--- src/rtl/decoder_pkg.sv ---
// decoder_pkg: shared types and sizes for the one-hot select-bus drive blocks
package decoder_pkg;
    localparam int IN_W = 3;
    localparam int OUT_W = 2**IN_W;
    localparam int HOLD_CNT_W = 8;
    typedef enum logic [1:0] {IDLE, HOLD, GAP} state_t;
endpackage

--- src/rtl/onehot_decoder_hold_if.sv ---
// onehot_decoder_hold_if: code handshake in, one-hot strobe out
interface onehot_decoder_hold_if #(parameter int IN_W = 3);
    logic in_valid;
    logic in_ready;
    logic [IN_W-1:0] in_code;
    logic cancel;
    logic [2**IN_W-1:0] out;
    logic out_valid;
    logic done;
    modport master(output in_valid, in_code, cancel, input in_ready, out, out_valid, done);
    modport slave(input in_valid, in_code, cancel, output in_ready, out, out_valid, done);
endinterface

--- src/rtl/hold_counter.sv ---
// hold_counter: loadable down-counter that parks at zero
module hold_counter import decoder_pkg::*; #(parameter int W = HOLD_CNT_W) (
    input  logic         clk,
    input  logic         rst_n,
    input  logic         load,
    input  logic [W-1:0] load_val,
    input  logic         dec,
    output logic         zero
);
    logic [W-1:0] cnt;
    always_ff @(posedge clk or negedge rst_n)
        if (!rst_n) cnt <= '0;
        else if (load) cnt <= load_val;
        else if (dec && !zero) cnt <= cnt - 1'b1;
    assign zero = cnt == '0;
endmodule

--- src/rtl/onehot_decoder_hold.sv ---
// onehot_decoder_hold: registered binary-to-one-hot strobe with hold time and a one-cycle gap
module onehot_decoder_hold #(
    parameter int HOLD_CYCLES = 4,
    parameter int IN_W = 3
) (
    input logic clk,
    input logic rst_n,
    onehot_decoder_hold_if.slave bus
);
    import decoder_pkg::*;
    localparam int out_w = 2**IN_W;
    state_t state;
    logic zero;
    logic take;
    logic dec;
    assign take = state == IDLE && bus.in_ready && bus.in_valid && !bus.cancel;
    assign dec = state == HOLD && !bus.cancel;
    hold_counter #(.W(HOLD_CNT_W)) u_cnt (
        .clk(clk),
        .rst_n(rst_n),
        .load(take),
        .load_val(HOLD_CNT_W'(HOLD_CYCLES - 1)),
        .dec(dec),
        .zero(zero)
    );
    // cancel on the last hold cycle must suppress done, so it gates the registered state here
    assign bus.done = bus.out_valid && zero && !bus.cancel;
    always_ff @(posedge clk or negedge rst_n)
        if (!rst_n) begin
            state <= IDLE;
            bus.out <= '0;
            bus.out_valid <= 1'b0;
            bus.in_ready <= 1'b1;
        end else begin
            case (state)
                IDLE: if (take) begin
                    state <= HOLD;
                    bus.out <= {{(out_w-1){1'b0}}, 1'b1} << bus.in_code;
                    bus.out_valid <= 1'b1;
                    bus.in_ready <= 1'b0;
                end
                HOLD: if (bus.cancel || zero) begin
                    state <= GAP;
                    bus.out <= '0;
                    bus.out_valid <= 1'b0;
                end
                GAP: begin
                    state <= IDLE;
                    bus.in_ready <= 1'b1;
                end
                default: begin
                    state <= IDLE;
                    bus.out <= '0;
                    bus.out_valid <= 1'b0;
                    bus.in_ready <= 1'b1;
                end
            endcase
        end
endmodule

--- src/flat_wrapper.sv ---
// flat-port wrapper written by rule: the top's interface ports become plain ports
module onehot_decoder_hold_flat import decoder_pkg::*;
#(
    parameter int HOLD_CYCLES = 4,
    parameter int IN_W = 3
)
  (clk, rst_n, bus_in_valid, bus_in_code, bus_cancel, bus_in_ready, bus_out, bus_out_valid, bus_done);
  onehot_decoder_hold_if #(.IN_W(IN_W)) bus_i ();
  input logic clk;
  input logic rst_n;
  input wire logic [$bits(bus_i.in_valid)-1:0] bus_in_valid;
  input wire logic [$bits(bus_i.in_code)-1:0] bus_in_code;
  input wire logic [$bits(bus_i.cancel)-1:0] bus_cancel;
  output wire logic [$bits(bus_i.in_ready)-1:0] bus_in_ready;
  output wire logic [$bits(bus_i.out)-1:0] bus_out;
  output wire logic [$bits(bus_i.out_valid)-1:0] bus_out_valid;
  output wire logic [$bits(bus_i.done)-1:0] bus_done;
  assign bus_i.in_valid = bus_in_valid;
  assign bus_i.in_code = bus_in_code;
  assign bus_i.cancel = bus_cancel;
  assign bus_in_ready = bus_i.in_ready;
  assign bus_out = bus_i.out;
  assign bus_out_valid = bus_i.out_valid;
  assign bus_done = bus_i.done;
  onehot_decoder_hold #(.HOLD_CYCLES(HOLD_CYCLES), .IN_W(IN_W)) u_core (.clk(clk), .rst_n(rst_n), .bus(bus_i));
endmodule
--- config.mk ---
export PLATFORM = sky130hd
export DESIGN_NAME = onehot_decoder_hold_flat
export DESIGN_NICKNAME = d
export VERILOG_FILES = /design/src/rtl/decoder_pkg.sv /design/src/rtl/onehot_decoder_hold_if.sv /design/src/rtl/hold_counter.sv /design/src/rtl/onehot_decoder_hold.sv /design/src/flat_wrapper.sv
export SDC_FILE = /design/constraint.sdc
export NUM_CORES = 1
export LEC_CHECK = 0
export BUFFER_PORTS_ARGS = -buffer_cell sky130_fd_sc_hd__buf_2
export CORE_UTILIZATION = 50
export CTS_CLUSTER_SIZE = 14
export DETAILED_ROUTE_END_ITERATION = 8
export GPL_ROUTABILITY_DRIVEN = 0
export PLACE_DENSITY = 0.77
export SYNTH_ARGS = -nofsm -noshare
export SYNTH_HDL_FRONTEND = slang
export SYNTH_SLANG_ARGS = --single-unit
--- constraint.sdc ---
create_clock -name clk -period 5.1 [get_ports clk]
set_input_delay 0.51 -clock clk [delete_from_list [all_inputs] [get_ports clk]]
set_output_delay 0.51 -clock clk [all_outputs]
set_load 0.03 [all_outputs]
* Word-level counts from Yosys, hierarchy flattened *
Cells that the tools add are included.
Widths: inputs -> output; s select.

cells by class
  eq/ne operators = 4
  bitwise operators = 2
  reductions and logical operators = 16
  add/sub/neg operators = 1
  shifts and indexed selects = 1
  mux-type cells = 13

operator list
  kind                 number
  $mux 8               4
  $pmux 8 s3           1
  $logic_not 8->1      1
  $shl 1x3->8 const A  1
  $sub 8x1->8 const B  1
  $logic_and 1x1->1    7
  $mux 2               2
  $pmux 2 s2           1
  $reduce_and 2->1     2
  $mux 1               3
  $pmux 1 s3           1
  $reduce_and 3->1     1
  $eq 2x1->1 const B   1
  $eq 2x2->1 const B   1
  $logic_not 1->1      2
  $logic_not 2->1      1
  $ne 2x1->1 const B   1
  $ne 2x2->1 const B   1
  $not 1->1            2
  $pmux 1 s2           1
  $reduce_bool 2->1    1
  $logic_or 1x1->1     1

storage, ports and cells
  bits of input ports = 7
  register bits after elaboration = 20
  word-level logic and storage cells = 42
  output and inout bits = 11

* Longest topological paths before layout *
Gate-level depths: netlist (run 1).

  word-level depth = 6
  mapped depth = 7
  mapped depth without buffers = 5

* Modules after synthesis *
Synthesis (run 1) repeated with hierarchy kept, for this count alone.

unflattened totals
  cell total of the unflattened synthesis = 102
  area, all modules = 1053.5 µm²

modules (own cells, without submodules)
  module               sequential area each (µm²)  area an instance (µm²)  times used  cells an instance
  hold_counter         200.2                       528.0                   1           58
  onehot_decoder_hold  301.5                       525.5                   1           44

* Worst setup path after synthesis (run 1) *
Ideal clock, no wire load.

  path kind = flip-flop to output port
  from = reg u_core.u_cnt.cnt[0]
  to = out bus_done
  stages on the path, launching flop included = 7
  data required time = 4590 ps
  arrival time = 1667 ps
  setup slack = 2923 ps
  buffers on the path = 1
  cells stage by stage = dfrtp_1 inv_1 ha_1 or3b_2 clkbuf_1 nor2_1 and3b_1

on the way
  cells in the longest elaborated chain, start to end = 3

RTL lines
  element                         RTL line                   RTL
  start, declared                 hold_counter.sv:10         logic [W-1:0] cnt;
  start signal, assigned          hold_counter.sv:13         else if (load) cnt <= load_val;
  start signal, assigned          hold_counter.sv:14         else if (dec && !zero) cnt <= cnt - 1'b1;
  $logic_not 8->1                 hold_counter.sv:15         assign zero = cnt == '0;
  $logic_and 1x1->1 (2 in a row)  onehot_decoder_hold.sv:27  assign bus.done = bus.out_valid && zero && !bus.cancel;
  end, declared                   flat_wrapper.sv:17         output wire logic [$bits(bus_i.done)-1:0] bus_done;

No other way between the ends.

* Worst setup path in the final report (run 1) *
Same ends and word-level chain as after synthesis.

==> results of run 1 <==
==> worst max-delay path: cells and delay by family (launching register included) <==
kind / cells / cell delay, ns
adder cells (fa/ha/maj): 1 / 0.19
AND/OR/NAND/NOR: 3 / 0.84
buffers and inverters: 2 / 0.29
flip-flops: 1 / 0.45
==> per-layer routing <==
metal  wire length [um]  share of wire, %
met1               1020                46
met2               1040                47
met3                 91               4.1
met4                 65               2.9
met5                  0                 0
==> state kept, by name, indices dropped and copies added, names as in the netlist <==
signal,count
u_core.state,2
u_core.u_cnt.cnt,8
u_core.bus.in_ready,1
u_core.bus.out,8
u_core.bus.out_valid,1
==> cells by family (layout without fill, tap and decap cells) <==
group,after synthesis,count (layout),share of synthesized area (%)
flops,20,20,49.4
compound gates,27,27,20.7
buf+inv,10,27,4.56
fa+ha+maj,2,2,2.47
mux,6,6,5.92
simple gates,27,27,16.9
==> worst max-delay path by stage <==
stage               depth (start not counted)       end  slack, ns
floorplan                                   6  bus_done       2.92
global placement                            6  bus_done       2.96
detailed placement                          6  bus_done       2.89
CTS                                         6  bus_done       2.53
global route                                6  bus_done       2.38
finish                                      6  bus_done       2.52
==> cell usage in the layout (no fill, tap or decap), types with 2 or more instances in the layout <==
master	count
o211ai_1	2
nor2_1	6
a32o_2	8
nor3_1	2
buf_2	17
o21ai_0	8
nor3b_1	2
nor2b_1	2
ha_1	2
mux2i_1	6
a21oi_1	4
clkbuf_4	3
inv_1	6
dfrtp_1	19
nor4b_1	2
nand2_1	2
==> power groups by stage <==
stage               logic (mW)  registers (mW)  clock network, mW
global route             0.262           0.271              0.137
floorplan                0.127           0.313                  0
detailed placement       0.239           0.263                  0
finish                   0.241           0.265              0.132
global placement         0.234           0.260                  0
CTS                      0.241           0.262              0.134
==> layout make-up <==
type / count / area [um^2] / share of cell area, %
clock buffer: 3 / 22.5 / 1.94
clock inverter: 1 / 30.0 / 2.59
inverter: 6 / 22.5 / 1.94
multi-input combinational: 62 / 467 / 40.2
sequential: 20 / 502 / 43.3
tap: 25 / 31.3 / 2.70
timing repair buffer: 17 / 85.1 / 7.34
==> stage by stage <==
step                      power (mW)  std cells  setup WS [ns]  hold slack, ns
after floorplan                0.440         92           2.92           0.214
final                          0.639        134           2.52           0.113
after CTS                      0.637        134           2.53           0.133
after detailed placement       0.502        130           2.89           0.479
after global placement         0.494        130           2.96           0.478
after global routing           0.670        134           2.38           0.140
==> impl_metrics.env, run 1 <==
export IMPL_status="finished clean"
export IMPL_grt_overflow=0
export IMPL_path_max_fanout=8
export IMPL_grt_pass1_vias=755
export IMPL_synth_cell_area_um2=1010
export IMPL_wl_per_cell_um=16.6
export IMPL_layout_drive_gt1_share_pct=30.3
export IMPL_setup_viol=0
export IMPL_fmax_mhz=387
export IMPL_cp_required_ns=4.59
export IMPL_cts_root_buf="clkbuf_4"
export IMPL_grt_start_max_net_pins=21
export IMPL_worstSetupPathType="reg -> out"
export IMPL_maxCapViolCount=0
export IMPL_dieArea_um2=2210
export IMPL_slew_violations=0
export IMPL_worst_pin_slew_ns=0.773
export IMPL_syn_avg_cell_area_um2=11.0
export IMPL_min_period_over_period_pct=50.7
export IMPL_power_leakage_nw=0.636
export IMPL_synthFlopType="dfrtp_1"
export IMPL_setup_tns_ns=0
export IMPL_p_sw_share_pct=40.3
export IMPL_grt_use_met2_pct=33.1
export IMPL_io_pins=18
export IMPL_switching_power_mw=0.257
export IMPL_placed_cell_area_um2=1110
export IMPL_met3_usage_pct=3.46
export IMPL_synth_most_common_cell="dfrtp_1"
export IMPL_num_vias=827
export IMPL_synth_area_leaders="dfrtp_1, a32o_2, mux2i_1, o21ai_0, dfstp_2"
export IMPL_drtIter0Drc=26
export IMPL_combPwrFrac_pct=37.8
export IMPL_report_final_hold_viol_count=0
export IMPL_rsz0062_at_grt="no"
export IMPL_drc=0
export IMPL_cts_tree="yes"
export IMPL_synth_top_cell_by_area="dfrtp_1"
export IMPL_post_cts_resized=0
export IMPL_met1_usage_pct=31.6
export IMPL_critical_path_max_stage_delay_ns=0.53
export IMPL_utilization_pct=63.7
export IMPL_intPower_mw=0.381
export IMPL_synth_cells_most_frequent="dfrtp_1, a32o_2, o21ai_0"
export IMPL_synth_edf_count=0
export IMPL_yosysWarnings=0
export IMPL_critPathLaunch="u_core.u_cnt.cnt[0]"
export IMPL_syn2layout_area_growth_pct=14.3
export IMPL_post_cts_setup_buffers=0
export IMPL_pwr_share_clk_pct=20.7
export IMPL_cts_made_buffers=3
export IMPL_die_x_um=47.1
export IMPL_diodes=0
export IMPL_synth_cell_type_count=34
export IMPL_final_setup_skew_ns=0.00359
export IMPL_hpwl_mm=1.52
export IMPL_clk_pin_slew_ns=0.12
export IMPL_crit_path_end_kind="output pin"
export IMPL_grt_usage_pct=22.6
export IMPL_cp_slowest_cell="or3b_2"
export IMPL_firstDrtPassIters=4
export IMPL_rr_startpoint="u_core.u_cnt.cnt[0]"
export IMPL_insertion_delay_ns=0.31
export IMPL_htree_levels=1
export IMPL_cts_hold_buf=0
export IMPL_rows=15
export IMPL_final_area_um2=1160
export IMPL_rr_endpoint="u_core.bus.out[5]"
export IMPL_die_h_um=47.1
export IMPL_ys_ff_latch=20
export IMPL_cts_path_max_buffers=2
export IMPL_hp_class="in -> async"
export IMPL_p_per_area_nw_per_um2=550
export IMPL_ant_nets=0
export IMPL_synth_top_cell_area_share_pct=46.9
export IMPL_top_usage_layer="met2"
export IMPL_fillers=159
export IMPL_layout_nets=119
export IMPL_async_reset_ff_share_pct=100
export IMPL_grt_pass1_wl_mm=3.47
export IMPL_reg2reg_slack_ns=3.02
export IMPL_cp_cell_sequence="inv_1, ha_1, or3b_2, nor2_1, and3b_1, buf_2"
export IMPL_peakVddDrop_mv=0.258
export IMPL_clkSinkCount=20
export IMPL_antenna_found_initial=0
export IMPL_vias_per_cell=6.17
export IMPL_seq_area_frac_synth_pct=49.4
export IMPL_min_period_ns=2.58
export IMPL_io_buffers=17
export IMPL_pwr_share_seq_pct=41.5
export IMPL_initial_core_util_pct=55.7
export IMPL_drt_wl_total_mm=2.22
export IMPL_slew_headroom_pct=47.7
export IMPL_syn_nets=101
export IMPL_syn_inst=92
export IMPL_worstRegToRegCells=5
export IMPL_cp_start_kind="flip-flop"
export IMPL_core_um2=1820
export IMPL_cp_data_arrival_time_ns=2.07
Note: power is estimated with default switching activity, not from simulation.
==> run 2, diff against run 1 <==
Settings changed: ABC_AREA from default to 1, PLACE_DENSITY 0.77 to 0.76.
Clock period 5.1 ns to 2.5 ns, I/O delays scaled along.
==> run 2 against run 1 <==
  * Register-to-register slack lost 2.2 ns
  * Combinational power grew to 3.1 times the previous value
  * Highest routed layer unchanged
  * First-iteration DRC count shrank 15%
  * Critical path type unchanged
  * Global-route usage shrank 2.3 points
  * Synthesized cell count grew 51%
  * Via count grew 13%
  * Routed wire length shrank 4.9%
  * Non-clock buffer count grew 1
  * Hold slack gained 0.12 ns
  * Clock-buffer cell count grew 1
==> impl_metrics.env, run 2 <==
export IMPL_syn_avg_cell_area_um2=7.98
export IMPL_cp_slowest_cell="dfrtp_1"
export IMPL_met1_usage_pct=26.5
export IMPL_cts_root_buf="clkbuf_4"
export IMPL_intPower_mw=0.737
export IMPL_slew_headroom_pct=70.1
export IMPL_core_um2=2020
export IMPL_synth_area_leaders="dfrtp_1, nand2_1, nand4_1, nand3_1, inv_1"
export IMPL_cp_depth=6
export IMPL_drt_wl_total_mm=2.11
export IMPL_layout_nets=169
export IMPL_hold_depth=3
export IMPL_reg2reg_slack_ns=0.83
export IMPL_critical_path_max_stage_delay_ns=0.40
export IMPL_hpwl_mm=1.56
export IMPL_report_final_hold_viol_count=0
export IMPL_syn2layout_area_growth_pct=12.5
export IMPL_hp_class="in -> reg"
export IMPL_switching_power_mw=0.716
export IMPL_crit_path_end_kind="output pin"
export IMPL_syn_nets=148
export IMPL_wl_per_cell_um=11.3
export IMPL_grt_pass1_vias=873
export IMPL_worstHoldStart="bus_in_code[1]"
export IMPL_rr_startpoint="u_core.u_cnt.cnt[0]"
export IMPL_rsz0062_at_grt="no"
export IMPL_grt_pass1_wl_mm=3.77
export IMPL_peakVddDrop_mv=0.716
export IMPL_io_buffers=17
export IMPL_io_pins=18
export IMPL_grt_use_met2_pct=33.3
export IMPL_pwr_share_seq_pct=37.3
export IMPL_setup_viol=0
export IMPL_setup_tns_ns=0
export IMPL_vias_per_cell=5.01
export IMPL_clk_pin_slew_ns=0.12
export IMPL_path_max_fanout=4
export IMPL_synth_cells_most_frequent="nand2_1, dfrtp_1, inv_1, nor2_1, nand3_1"
export IMPL_fmax_mhz=519
export IMPL_top_usage_layer="met2"
export IMPL_ys_ff_latch=20
export IMPL_initial_core_util_pct=54.9
export IMPL_final_setup_skew_ns=0.0146
export IMPL_status="finished clean"
export IMPL_final_common_cell="nand2_1"
export IMPL_ant_nets=0
export IMPL_grt_usage_pct=20.3
export IMPL_die_h_um=49.1
export IMPL_antenna_found_initial=0
export IMPL_dieArea_um2=2410
export IMPL_num_vias=931
export IMPL_cp_cell_sequence="inv_1, ha_1, nand3_1, nor2_1, and3_1, buf_2"
export IMPL_clkSinkCount=20
export IMPL_yosysWarnings=0
export IMPL_cp_required_ns=2.25
export IMPL_synth_cell_type_count=21
export IMPL_top_regs="u_core.bus.out (8), u_core.u_cnt.cnt (8), u_core.state (2)"
export IMPL_rows=16
export IMPL_rr_endpoint="u_core.bus.out_valid"
export IMPL_p_sw_share_pct=49.3
export IMPL_seq_area_frac_synth_pct=45.2
export IMPL_p_per_area_nw_per_um2=1160
export IMPL_grt_start_max_net_pins=21
export IMPL_drc=0
export IMPL_post_cts_resized=0
export IMPL_crit_buf_inv=2
export IMPL_min_to="u_core.bus.out[7]"
export IMPL_post_cts_setup_buffers=0
export IMPL_cts_made_buffers=3
export IMPL_whs_ns=0.236
export IMPL_power_leakage_nw=0.706
export IMPL_cp_start_kind="flip-flop"
export IMPL_min_period_over_period_pct=77.0
export IMPL_synthFlopType="dfrtp_1"
export IMPL_cp_data_arrival_time_ns=1.67
export IMPL_cts_path_max_buffers=2
export IMPL_maxCapViolCount=0
export IMPL_path_delay_family="simple AND/OR/NAND/NOR gates"
export IMPL_combPwrFrac_pct=51.6
export IMPL_insertion_delay_ns=0.31
export IMPL_pwr_share_clk_pct=11.1
export IMPL_drtIter0Drc=22
export IMPL_worstRegToRegCells=7
export IMPL_htree_levels=1
export IMPL_synth_edf_count=0
export IMPL_dp_cells=181
export IMPL_synth_top_cell_by_area="dfrtp_1"
export IMPL_layoutNonFillerInstCount=186
export IMPL_grt_overflow=0
export IMPL_cts_tree="yes"
export IMPL_min_period_ns=1.92
export IMPL_final_cell_mix="nand2_1, dfrtp_1, buf_2"
export IMPL_firstDrtPassIters=4
export IMPL_worst_pin_slew_ns=0.449
export IMPL_synth_cell_area_um2=1110
export IMPL_syn_inst=139
export IMPL_async_reset_ff_share_pct=100
export IMPL_diodes=0
export IMPL_worstSetupPathType="reg -> out"
export IMPL_slew_violations=0
export IMPL_layout_drive_gt1_share_pct=18.9
export IMPL_die_x_um=49.1
export IMPL_met3_usage_pct=2.80
export IMPL_synth_most_common_cell="nand2_1"
export IMPL_synth_top_cell_area_share_pct=42.8
run 2: power groups by stage:
stage	Clock, mW	Sequential (mW)	Combinational (mW)
2_1_floorplan	0	0.637	0.496
3_3_place_gp	0	0.542	0.726
5_1_grt	0.180	0.559	0.839
6_report	0.161	0.543	0.750
3_5_place_dp	0	0.548	0.749
4_1_cts	0.164	0.542	0.752
run 2: final cells by class:
class / instances / area [um^2]
Tap cell: 27 / 33.8
Inverter: 15 / 56.3
Clock buffer: 4 / 26.3
Timing Repair Buffer: 18 / 95.1
Sequential cell: 20 / 502
Multi-Input combinational cell: 102 / 536
Fill cell: 182 / 773
run 2: cell families after synthesis:
family | count (synthesis) | share of synthesized area [%]
compound gates | 3 | 2.59
xor+xnor | 2 | 1.58
fa+ha+maj | 2 | 2.25
buf+inv | 17 | 6.54
flops | 20 | 45.2
simple gates | 95 | 41.8
run 2: through the flow:
stage               total power, mW  instance area, um^2  setup slack [ns]  utilization (%)
finish                         1.45                 1250             0.575             61.8
global route                   1.58                 1250             0.430             61.8
CTS                            1.46                 1250             0.581             61.8
detailed placement             1.30                 1210             0.856             60.0
global placement               1.27                 1210             0.940             60.0
floorplan                      1.13                 1110              1.02                -
run 2: how the worst max path moves through the flow:
stage | startpoint | endpoint | slack [ns]
floorplan | u_core.u_cnt.cnt[0] | bus_done | 1.02
global placement | u_core.u_cnt.cnt[0] | u_core.bus.out_valid | 0.94
detailed placement | u_core.u_cnt.cnt[0] | u_core.bus.out_valid | 0.86
CTS | u_core.u_cnt.cnt[0] | bus_done | 0.58
global route | u_core.u_cnt.cnt[0] | bus_done | 0.43
finish | u_core.u_cnt.cnt[0] | bus_done | 0.58
run 2: worst reg2reg max path: cells and delay by family (launching register included):
kind | cells | cell delay [ns]
and+or+nand+nor | 4 | 0.47
AOI/OAI and AO/OA | 1 | 0.41
DFF | 1 | 0.40
adders and majority gates | 1 | 0.16
buffers and inverters | 1 | 0.11
run 2: routing by layer:
| metal | share of wire [%] | routed length [um] | up-vias |
|---|---|---|---|
| li1 | - | - | 490 |
| met1 | 48 | 1020 | 416 |
| met2 | 48 | 1010 | 22 |
| met3 | 3.2 | 68 | 3 |
| met4 | 0.62 | 13 | 0 |
| met5 | 0 | 0 | - |
run 2: timing repair:
item,CTS,global route
hold buffers,1,0
setup endpoints to repair,0,0
hold endpoints to repair,19,0
==> run 3, diff against run 2 <==
Clock period 2.5 ns to 1.85 ns, I/O delays scaled along.
==> run 3 against run 2 <==
  * Global-route usage increased by 0.98 points
  * Routed wire length rose by 9.0%
  * Highest routed layer unchanged
  * Largest cell class unchanged
  * First-iteration DRC count rose by 45%
  * Register-to-register slack lost 0.52 ns
  * Clock-buffer cell count unchanged
  * Sequential cell count is the same
  * Utilization increased by 1.6 points
  * Largest power group unchanged
==> impl_metrics.env, run 3 (synthesis gave the netlist of run 2 again) <==
export IMPL_cp_start_kind="flip-flop"
export IMPL_hpwl_mm=1.68
export IMPL_layout_nets=172
export IMPL_min_period_ns=1.78
export IMPL_peakVddDrop_mv=0.948
export IMPL_grt_pass1_vias=893
export IMPL_crit_path_end_kind="output pin"
export IMPL_core_um2=2020
export IMPL_worstSetupPathType="reg -> out"
export IMPL_htree_levels=1
export IMPL_utilization_pct=63.4
export IMPL_insertion_delay_ns=0.30
export IMPL_ant_nets=0
export IMPL_cp_data_arrival_time_ns=1.59
export IMPL_wl_per_cell_um=12.2
export IMPL_grt_start_max_net_pins=21
export IMPL_fmax_mhz=562
export IMPL_die_h_um=49.1
export IMPL_diodes=0
export IMPL_die_x_um=49.1
export IMPL_grt_overflow=0
export IMPL_critical_path_max_stage_delay_ns=0.40
export IMPL_antenna_found_initial=0
export IMPL_final_cell_mix="nand2_1, dfrtp_1, buf_2"
export IMPL_rows=16
export IMPL_report_final_hold_viol_count=0
export IMPL_num_vias=988
export IMPL_drtIter0Drc=32
export IMPL_status="finished clean"
export IMPL_dieArea_um2=2410
export IMPL_cts_made_buffers=3
export IMPL_final_area_um2=1280
export IMPL_power_leakage_nw=0.719
export IMPL_min_period_over_period_pct=96.2
export IMPL_cp_slowest_cell="dfrtp_1"
export IMPL_cts_path_max_buffers=2
export IMPL_cp_required_ns=1.66
export IMPL_rsz0062_at_grt="no"
export IMPL_worst_pin_slew_ns=0.448
export IMPL_register_area_um2=502
export IMPL_slew_violations=0
export IMPL_clk_pin_slew_ns=0.12
export IMPL_setup_viol=0
export IMPL_maxCapViolCount=0
export IMPL_syn2layout_area_growth_pct=15.4
export IMPL_multiInputGateArea_um2=543
export IMPL_layout_drive_gt1_share_pct=22.2
export IMPL_vias_per_cell=5.23
export IMPL_p_per_area_nw_per_um2=1590
export IMPL_cts_root_buf="clkbuf_4"
export IMPL_cts_tree="yes"
export IMPL_top_regs="u_core.bus.out (8), u_core.u_cnt.cnt (8), u_core.state (2)"
export IMPL_setup_tns_ns=0
export IMPL_clkSinkCount=20
export IMPL_grt_pass1_wl_mm=3.97
export IMPL_hp_class="in -> reg"
export IMPL_io_buffers=17
export IMPL_firstDrtPassIters=4
export IMPL_initial_core_util_pct=54.9
export IMPL_slew_headroom_pct=70.1
export IMPL_drc=0
export IMPL_grt_usage_pct=21.3
export IMPL_placed_cell_area_um2=1230
export IMPL_io_pins=18
export IMPL_drt_wl_total_mm=2.30
export IMPL_cp_cell_sequence="inv_1, ha_1, nand3_2, nor2_2, and3_1, clkbuf_4"
export IMPL_final_setup_skew_ns=0.00264
export IMPL_fillers=174
export IMPL_path_max_fanout=3
export IMPL_final_common_cell="nand2_1"
==> run 3: worst paths after layout <==
path	start	end	slack, ns	depth (start not counted)
worst min register to register	u_core.bus.out[1]	u_core.bus.out[1]	0.48	2
worst max register to register	u_core.u_cnt.cnt[1]	u_core.bus.out[0]	0.31	7
min in group asynchronous	rst_n	u_core.u_cnt.cnt[5]	0.34	2
worst max-delay path	u_core.u_cnt.cnt[1]	bus_done	0.07	6
worst min-delay path	bus_in_code[2]	u_core.bus.out[7]	0.15	3
max in group asynchronous	rst_n	u_core.bus.in_ready	1.16	2
==> run 3: routing by layer <==
layer	GRT usage [%]	up-vias	routed length, um
met5	0	-	0
met1	27.9	455	1040
li1	-	501	-
met3	2.80	2	96
met2	35.8	30	1150
met4	7.35	0	14
==> run 3: area by class of cell <==
type                            count  area share (%)
Multi-Input combinational cell    102            42.4
Sequential cell                    20            39.2
Timing Repair Buffer               21            9.37
Inverter                           15            4.39
Tap cell                           27            2.64
Clock buffer                        4            2.05
==> run 3: timing repair <==
| action | CTS | global route |
|---|---|---|
| pin swaps | 1 | 1 |
| gates resized for setup | 1 | 3 |
| buffers inserted | 0 | 1 |
| hold buffers | 1 | 0 |
| setup endpoints to repair | 1 | 1 |
| endpoints found under the hold margin | 19 | 0 |
==> run 3: worst max-delay path, delay by kind of cell (launching register included) <==
family,cells,cell delay (ns)
simple gates,3,0.43
flops,1,0.40
buf+inv,2,0.28
fa+ha+maj,1,0.18
==> run 3: report_power, final <==
| part | leakage (nW) | internal (mW) | switching [mW] |
|---|---|---|---|
| clock | 0.0150 | 0.0840 | 0.137 |
| sequential | 0.264 | 0.596 | 0.140 |
| combinational | 0.440 | 0.351 | 0.729 |
==> run 3: through the flow <==
step | setup slack [ns] | power, mW | hold slack [ns] | instances
final | 0.0703 | 2.04 | 0.150 | 189
after floorplan | 0.430 | 1.53 | -0.111 | 139
after global routing | 0.0105 | 2.19 | 0.179 | 189
after global placement | 0.388 | 1.73 | 0.154 | 183
after CTS | 0.0200 | 2.02 | 0.146 | 188
after detailed placement | 0.288 | 1.79 | 0.156 | 183
